===== src/rtl/multicycle_ctrl.sv =====
// Multicycle control FSM: sequences fetch, decode, execute, memory and writeback
// over one shared ALU and one memory port with a timed req/ready handshake.
module multicycle_ctrl #(
   parameter int TIMEOUT = 15,
   parameter int CNT_W   = 4
) (
   input  logic        clock,
   input  logic        reset,
   input  logic [31:0] Instruction,
   input  logic        Mem_ready,
   input  logic        Zero,
   output logic        Mem_req,
   output logic        Mem_write,
   output logic        Ir_write,
   output logic        Pc_write,
   output logic [1:0]  Pc_src,
   output logic        Reg_write,
   output logic        Reg_dst,
   output logic        Mem_to_reg,
   output logic        Jal,
   output logic [1:0]  ALUOp,
   output logic        ALUSrc,
   output logic        I_format,
   output logic        Sftmd,
   output logic        Jr,
   output logic        Illegal,
   output logic        Bus_error,
   output logic [2:0]  State
);

   typedef enum logic [2:0] {
      S_BOOT = 3'd0,
      S_IF   = 3'd1,
      S_ID   = 3'd2,
      S_EX   = 3'd3,
      S_MEM  = 3'd4,
      S_WB   = 3'd5
   } state_t;

   localparam logic [CNT_W-1:0] LP_LAST = CNT_W'(TIMEOUT > 0 ? TIMEOUT - 1 : 0);

   state_t           r_state;
   logic [CNT_W-1:0] r_waitCnt;
   logic             r_abortGap;

   logic [5:0] w_opcode;
   logic [5:0] w_funct;
   logic       w_isR;
   logic       w_isJr;
   logic       w_isI;
   logic       w_isLw;
   logic       w_isSw;
   logic       w_isBeq;
   logic       w_isBne;
   logic       w_isJ;
   logic       w_isJal;
   logic       w_legal;
   logic       w_waitState;
   logic       w_memDone;
   logic       w_timeout;
   logic       w_decodeActive;
   logic       w_unusedInstr;

   assign w_opcode      = Instruction[31:26];
   assign w_funct       = Instruction[5:0];
   assign w_unusedInstr = ^Instruction[25:6];

   assign w_isR   = (w_opcode == 6'b000000);
   assign w_isJr  = w_isR && (w_funct == 6'b001000);
   assign w_isI   = (w_opcode[5:3] == 3'b001);
   assign w_isLw  = (w_opcode == 6'b100011);
   assign w_isSw  = (w_opcode == 6'b101011);
   assign w_isBeq = (w_opcode == 6'b000100);
   assign w_isBne = (w_opcode == 6'b000101);
   assign w_isJ   = (w_opcode == 6'b000010);
   assign w_isJal = (w_opcode == 6'b000011);
   assign w_legal = w_isR | w_isI | w_isLw | w_isSw | w_isBeq | w_isBne | w_isJ | w_isJal;

   // The cycle after a bus abort is a quiet S_IF: no request, ready ignored.
   assign w_waitState = ((r_state == S_IF) && !r_abortGap) || (r_state == S_MEM);
   assign w_memDone   = w_waitState && Mem_ready;
   assign w_timeout   = (TIMEOUT != 0) && w_waitState && !Mem_ready && (r_waitCnt == LP_LAST);

   assign w_decodeActive = (r_state == S_ID) || (r_state == S_EX) ||
                           (r_state == S_MEM) || (r_state == S_WB);

   always_ff @(posedge clock or negedge reset) begin
      if (!reset) begin
         r_state    <= S_BOOT;
         r_waitCnt  <= '0;
         r_abortGap <= 1'b0;
      end else begin
         r_abortGap <= 1'b0;
         r_waitCnt  <= '0;
         case (r_state)
            S_BOOT: r_state <= S_IF;
            S_IF: begin
               if (r_abortGap) begin
                  r_state <= S_IF;
               end else if (Mem_ready) begin
                  r_state <= S_ID;
               end else if (w_timeout) begin
                  r_state    <= S_IF;
                  r_abortGap <= 1'b1;
               end else begin
                  r_waitCnt <= r_waitCnt + 1'b1;
               end
            end
            S_ID: r_state <= w_legal ? S_EX : S_IF;
            S_EX: begin
               if (w_isLw || w_isSw)
                  r_state <= S_MEM;
               else if ((w_isR && !w_isJr) || w_isI)
                  r_state <= S_WB;
               else
                  r_state <= S_IF;
            end
            S_MEM: begin
               if (Mem_ready) begin
                  r_state <= w_isLw ? S_WB : S_IF;
               end else if (w_timeout) begin
                  r_state    <= S_IF;
                  r_abortGap <= 1'b1;
               end else begin
                  r_waitCnt <= r_waitCnt + 1'b1;
               end
            end
            S_WB:    r_state <= S_IF;
            default: r_state <= S_BOOT;
         endcase
      end
   end

   // Outputs decode the registered state so they drop as soon as reset asserts.
   always_comb begin
      Mem_req    = 1'b0;
      Mem_write  = 1'b0;
      Ir_write   = 1'b0;
      Pc_write   = 1'b0;
      Pc_src     = 2'b00;
      Reg_write  = 1'b0;
      Jal        = 1'b0;
      Illegal    = 1'b0;
      Bus_error  = 1'b0;
      ALUOp      = 2'b00;
      ALUSrc     = 1'b0;
      I_format   = 1'b0;
      Sftmd      = 1'b0;
      Jr         = 1'b0;
      Reg_dst    = 1'b0;
      Mem_to_reg = 1'b0;
      State      = r_state;

      if (w_decodeActive) begin
         if (w_isLw || w_isSw)
            ALUOp = 2'b00;
         else if (w_isBeq || w_isBne)
            ALUOp = 2'b01;
         else if (w_isR || w_isI)
            ALUOp = 2'b10;
         ALUSrc     = w_isLw | w_isSw | w_isI;
         I_format   = w_isI;
         Sftmd      = w_isR && (w_funct[5:3] == 3'b000);
         Jr         = w_isJr;
         Reg_dst    = w_isR;
         Mem_to_reg = w_isLw;
      end

      case (r_state)
         S_IF: begin
            Mem_req   = !r_abortGap;
            Ir_write  = w_memDone;
            Pc_write  = w_memDone;
            Bus_error = w_timeout;
         end
         S_ID: Illegal = !w_legal;
         S_EX: begin
            if (w_isBeq) begin
               Pc_write = Zero;
               Pc_src   = 2'b01;
            end else if (w_isBne) begin
               Pc_write = !Zero;
               Pc_src   = 2'b01;
            end else if (w_isJ || w_isJal) begin
               Pc_write  = 1'b1;
               Pc_src    = 2'b10;
               Reg_write = w_isJal;
               Jal       = w_isJal;
            end else if (w_isJr) begin
               Pc_write = 1'b1;
               Pc_src   = 2'b11;
            end
         end
         S_MEM: begin
            Mem_req   = 1'b1;
            Mem_write = w_isSw;
            Bus_error = w_timeout;
         end
         S_WB:    Reg_write = 1'b1;
         default: ;
      endcase
   end

endmodule


===== config.mk =====
export PLATFORM = sky130hd
export DESIGN_NAME = multicycle_ctrl
export DESIGN_NICKNAME = d
export VERILOG_FILES = /design/src/rtl/multicycle_ctrl.sv
export SDC_FILE = /design/constraint.sdc
export NUM_CORES = 1
export LEC_CHECK = 0
export CORE_MARGIN = 2
export CORE_UTILIZATION = 34
export DETAILED_ROUTE_END_ITERATION = 16
export PLACE_DENSITY = 0.89
export RECOVER_POWER = 50
export SLEW_MARGIN = 20
export SYNTH_ARGS = -nofsm -noshare
export SYNTH_HDL_FRONTEND = slang
export SYNTH_SLANG_ARGS = --single-unit

===== constraint.sdc =====
create_clock -name clock -period 5.2 [get_ports clock]
set_input_delay 1.56 -clock clock [delete_from_list [all_inputs] [get_ports clock]]
set_output_delay 1.56 -clock clock [all_outputs]
set_load 0.01 [all_outputs]

Word-level counts from Yosys, hierarchy flattened
Cells that the tools add are included.
Widths: inputs -> output; s select.
- muxes and demuxes: 47
- $add $sub $neg: 1
- equal/unequal tests: 14
- bitwise gates (word level): 9
- reductions and logical operators: 26
- operators by type and width (kind ; number):
    $mux 1 ; 21
    $mux 3 ; 7
    $mux 2 ; 10
    $pmux 3 s5 ; 1
    $eq 6x2->1 const B ; 2
    $eq 6x3->1 const B ; 2
    $eq 6x6->1 const B ; 2
    $mux 4 ; 3
    $logic_or 1x1->1 ; 9
    $or 1x1->1 ; 9
    $pmux 1 s2 ; 4
    $pmux 4 s2 ; 1
    $logic_and 1x1->1 ; 7
    $eq 3x1->1 const B ; 2
    $eq 3x2->1 const B ; 2
    $eq 3x3->1 const B ; 2
    $eq 6x4->1 const B ; 1
    $logic_not 3->1 ; 2
    $logic_not 6->1 ; 1
    $logic_not 1->1 ; 5
    $add 4x1->4 const B ; 1
    $eq 4x4->1 const B ; 1
    $reduce_or 2->1 ; 2
- logic and storage cells: 100
- register bits after elaboration: 8

Logic depth before layout (Yosys ltp)
- depth in word-level cells: 10
- mapped depth: 6
- gate-level depth less buffers: 6

Least setup slack after synthesis
No wires, ideal clock.
- kind: input -> output
- start: in Instruction[1]
- end: out Pc_src[0]
- path buffers: 0
- arrival: 2.794 ns
- setup slack: 0.846 ns
- stages on the path: 4
- path through: or4b_4 -> or3_4 -> nand2b_1 -> a21oi_1
- word-level cells in the longest chain between the ends: 7
- ends and longest elaborated chain (element ; RTL line ; text):
    start, declared ; 9 ; input logic [31:0] Instruction,
    $eq 6x4->1 ; 69 ; assign w_isJr = w_isR && (w_funct == 6'b001000);
    $logic_and 1x1->1 ; 69 ;
    $mux 2 ; 189 ; end else if (w_isJr) begin
    $mux 2 ; 184 ; end else if (w_isJ || w_isJal) begin
    $mux 2 ; 181 ; end else if (w_isBne) begin
    $mux 2 ; 178 ; if (w_isBeq) begin
    $mux 2 ; 169 ; case (r_state)
    end, declared ; 16 ; output logic [1:0] Pc_src,
Every way passes these cells.

Worst setup path in the final report
- start: in Instruction[28]
- end: out Sftmd
- word-level cells in the longest chain between the ends: 3
- ends and longest elaborated chain (element ; RTL line ; text):
    $logic_not 6->1 ; 68 ; assign w_isR = (w_opcode == 6'b000000);
    $logic_and 1x1->1 ; 163 ; Sftmd = w_isR && (w_funct[5:3] == 3'b000);
    $mux 1 ; 154 ; if (w_decodeActive) begin
    end, declared ; 24 ; output logic Sftmd,
Every way passes these cells.

==> reports/results.ini <==
[synth]
yosysSeqAreaShare_pct=28.9
synth-compound-area-share_pct=18.6
synthAdderAreaFrac_pct=3.61
yosys_warnings=0
synthMuxAreaShare_pct=0
yosysUniqueCellTypes=34
synth-simple-area-share_pct=41.9
synth_top_flop_cell=dfrtp_1
synth_fp_nets=125
synth_edf_count=0
postSynthAreaPerCell_sq_um=7.97
synthesis.area_sq_um=693
synthXorXnorAreaFrac_pct=3.79
synth_top_family_by_area=simple AND/OR/NAND/NOR gates
ys_ff_latch=8
synthArstFlopShare_pct=100
synth_cells=87

[grt]
grt_pass1_wl_um=3620
use_met3_pct=3.68
grt.met1_usage_pct=20.6
grt_pass1_vias=798
met2_usage_pct=35.4
grt_max_degree=10
antenna_found_initial=0
grt.overflow.total=0
top_usage_layer=met2
gr-usage-all-layers_pct=19.1

[detailed_routing]
drt_first_pass_iters=4
vias=827
postRouteAntennaNets=0
drtIter0Drc=13
vias_per_cell=5.17
wirelength_um=2200
drc=0
avgRoutedWirePerCell_um=13.8

[floorplanning]
ioPinCount=57
die_y_um=49.2
core-area_sq_mm=0.00194
die_w_um=49.2
start_util_pct=35.7
die_area_sq_mm=0.00242
num_rows=16

[flow_run]
maxCapViolCount=0

[worst_setup_path]
cp-start-kind=primary input
arrival_ns=3.48
r2r_start=State[0]$_DFF_PN0_
crit_type=in2out
critPathRequiredTime_ns=3.64
r2r-end=State[2]$_DFF_PN0_
end_kind=output port
reg2regPathDepth=4
worstPathMaxFanout=6
rrSetupSlack_ns=3.51

[timing]
finalMaxSlewViolations=0
rsz0062_at_grt=false
fin_crit_sh_pct=96.8
fmax_ghz=0.199
min_period_ns=5.04
clock_skew_ns=0.00206
hold_violations=0
setup_ws_ns=0.164
max-slew-margin-rel_pct=74.1
tightest_slew_ns=0.382
setup_viol=0

[placement]
place_ws_ns=-0.0641
post-dp-hpwl_um=1760
place.gp.congestion=0.807
port_buffers=36
dp_cells=157

[power_and_ir_drop]
power.density_mw_per_mm2=188
vdd_drop_max_mv=0.178
p_leak_nw=0.508

[outcome]
status=complete, no violations

[layout]
n_antenna_cell=0
fillers=187
area_delta_synth_final_pct=69.7
drive_gt1_share_pct=13.5
final-instance-count-excl-fill=160
fin_nets=173

[clock_network]
cts.path.max_buffers=2
clk_latency_ns=0.26
cts_buffers=3
clkTransAtPathRegs_ns=0.05
cts_tree=built
clock-sinks=8
h-tree-depth=1
root_buffer=clkbuf_4

[worst_hold_path]
holdPathStages=1
min_from=r_waitCnt[0]$_DFF_PN0_
hp-class=reg2reg
min_to=r_waitCnt[0]$_DFF_PN0_

-- critical path: stages --
cell and delay (ns):
clkdlybuf4s50_1 0.41, clkbuf_1 0.17, nor3_2 0.24, and2_2 0.21, nand2b_1 0.09, nor4_1 0.20
clkdlybuf4s50_1 0.59
-- where the power goes --
group          internal, mW  leakage, nW  switching (mW)
Combinational        0.0494        0.388          0.0446
Sequential           0.0686        0.106         0.00995
Clock                0.0264       0.0138          0.0216
Total                 0.144        0.508          0.0762
-- metrics by stage --
step | utilization (%) | hold slack, ns | total power, mW | instance area (sq um) | setup TNS (ns)
after detailed placement | 58.9 | 0.488 | 0.175 | 1140 | -0.0867
after global placement | 58.9 | 0.467 | 0.172 | 1140 | -0.0386
after floorplan | - | 0.453 | 0.123 | 693 | 0
after global routing | 60.6 | 0.528 | 0.236 | 1180 | 0
after CTS | 59.9 | 0.497 | 0.225 | 1160 | 0
final | 60.6 | 0.492 | 0.221 | 1180 | 0
-- sequential cells by signal (all words and copies together) (netlist names) --
register and flops:
r_waitCnt 4, State 3, r_abortGap 1
-- Yosys cell counts (all sizes together), types with 2 or more instances --
library cell,count,share of area (%)
nor2,14,7.6
dfrtp,8,29
a21oi,6,4.9
nand2b,6,5.4
inv,5,2.7
nand2,5,2.7
nor3b,4,5.1
nor4,4,3.6
and2,3,2.9
nand3,3,2.2
nor3,3,2.2
o21ai,3,2.2
ha,2,3.6
nor2b,2,1.8
nor4b,2,2.5
xnor2,2,2.5
-- final cells by class --
class                   count  area (sq um)  area share, %
multi-input cells          73           482           41.0
flip-flops and latches      8           200           17.0
well taps                  27          33.8           2.87
repair buffers             44           419           35.6
clock buffers               3          22.5           1.91
inverters                   5          18.8           1.60
-- logic make-up (layout without fill, tap and decap cells) --
family,after synthesis,in the layout
DFF,8,8
buffers and inverters,6,52
AOI/OAI and AO/OA,18,18
and+or+nand+nor,50,50
adders and majority gates,2,2
xor gates and xnor gates,3,3
-- routing by layer --
| metal | wire length [um] | part of all wire (%) |
|---|---|---|
| met1 | 877 | 40 |
| met5 | 0 | 0 |
| met4 | 36 | 1.6 |
| met2 | 1130 | 51 |
| met3 | 157 | 7.1 |
-- cell usage in the layout (no fill, tap or decap), types with 2 or more instances in the layout --
cell type / instances
a21oi_1: 5
and2_1: 2
buf_4: 7
clkbuf_4: 3
clkdlybuf4s50_1: 27
dfrtp_1: 8
dlygate4sd2_1: 2
dlygate4sd3_1: 5
dlymetal6s2s_1: 2
ha_1: 2
inv_1: 5
nand2_1: 5
nand2b_1: 6
nand3_1: 3
nor2_1: 14
nor2b_1: 2
nor3_1: 2
nor3b_1: 3
nor4_1: 3
nor4b_1: 2
o21ai_0: 3
xnor2_1: 2
-- worst max path at each step --
| stage | from | endpoint | slack, ns | cells after the start |
|---|---|---|---|---|
| 2_1_floorplan | Instruction[1] | Pc_src[0] | 0.85 | 4 |
| 3_3_place_gp | Instruction[3] | Pc_src[0] | -0.04 | 6 |
| 3_5_place_dp | Instruction[1] | Pc_src[0] | -0.06 | 6 |
| 4_1_cts | Instruction[1] | Pc_write | 0.005 | 7 |
| 5_1_grt | Instruction[31] | Sftmd | 0.04 | 6 |
| 6_report | Instruction[28] | Sftmd | 0.16 | 7 |
-- what timing repair did --
action,CTS,global route
setup endpoints to repair,2,3
setup buffers,0,0
hold buffers,0,0
resized for setup,2,4
(Power assumes the default switching activity.)
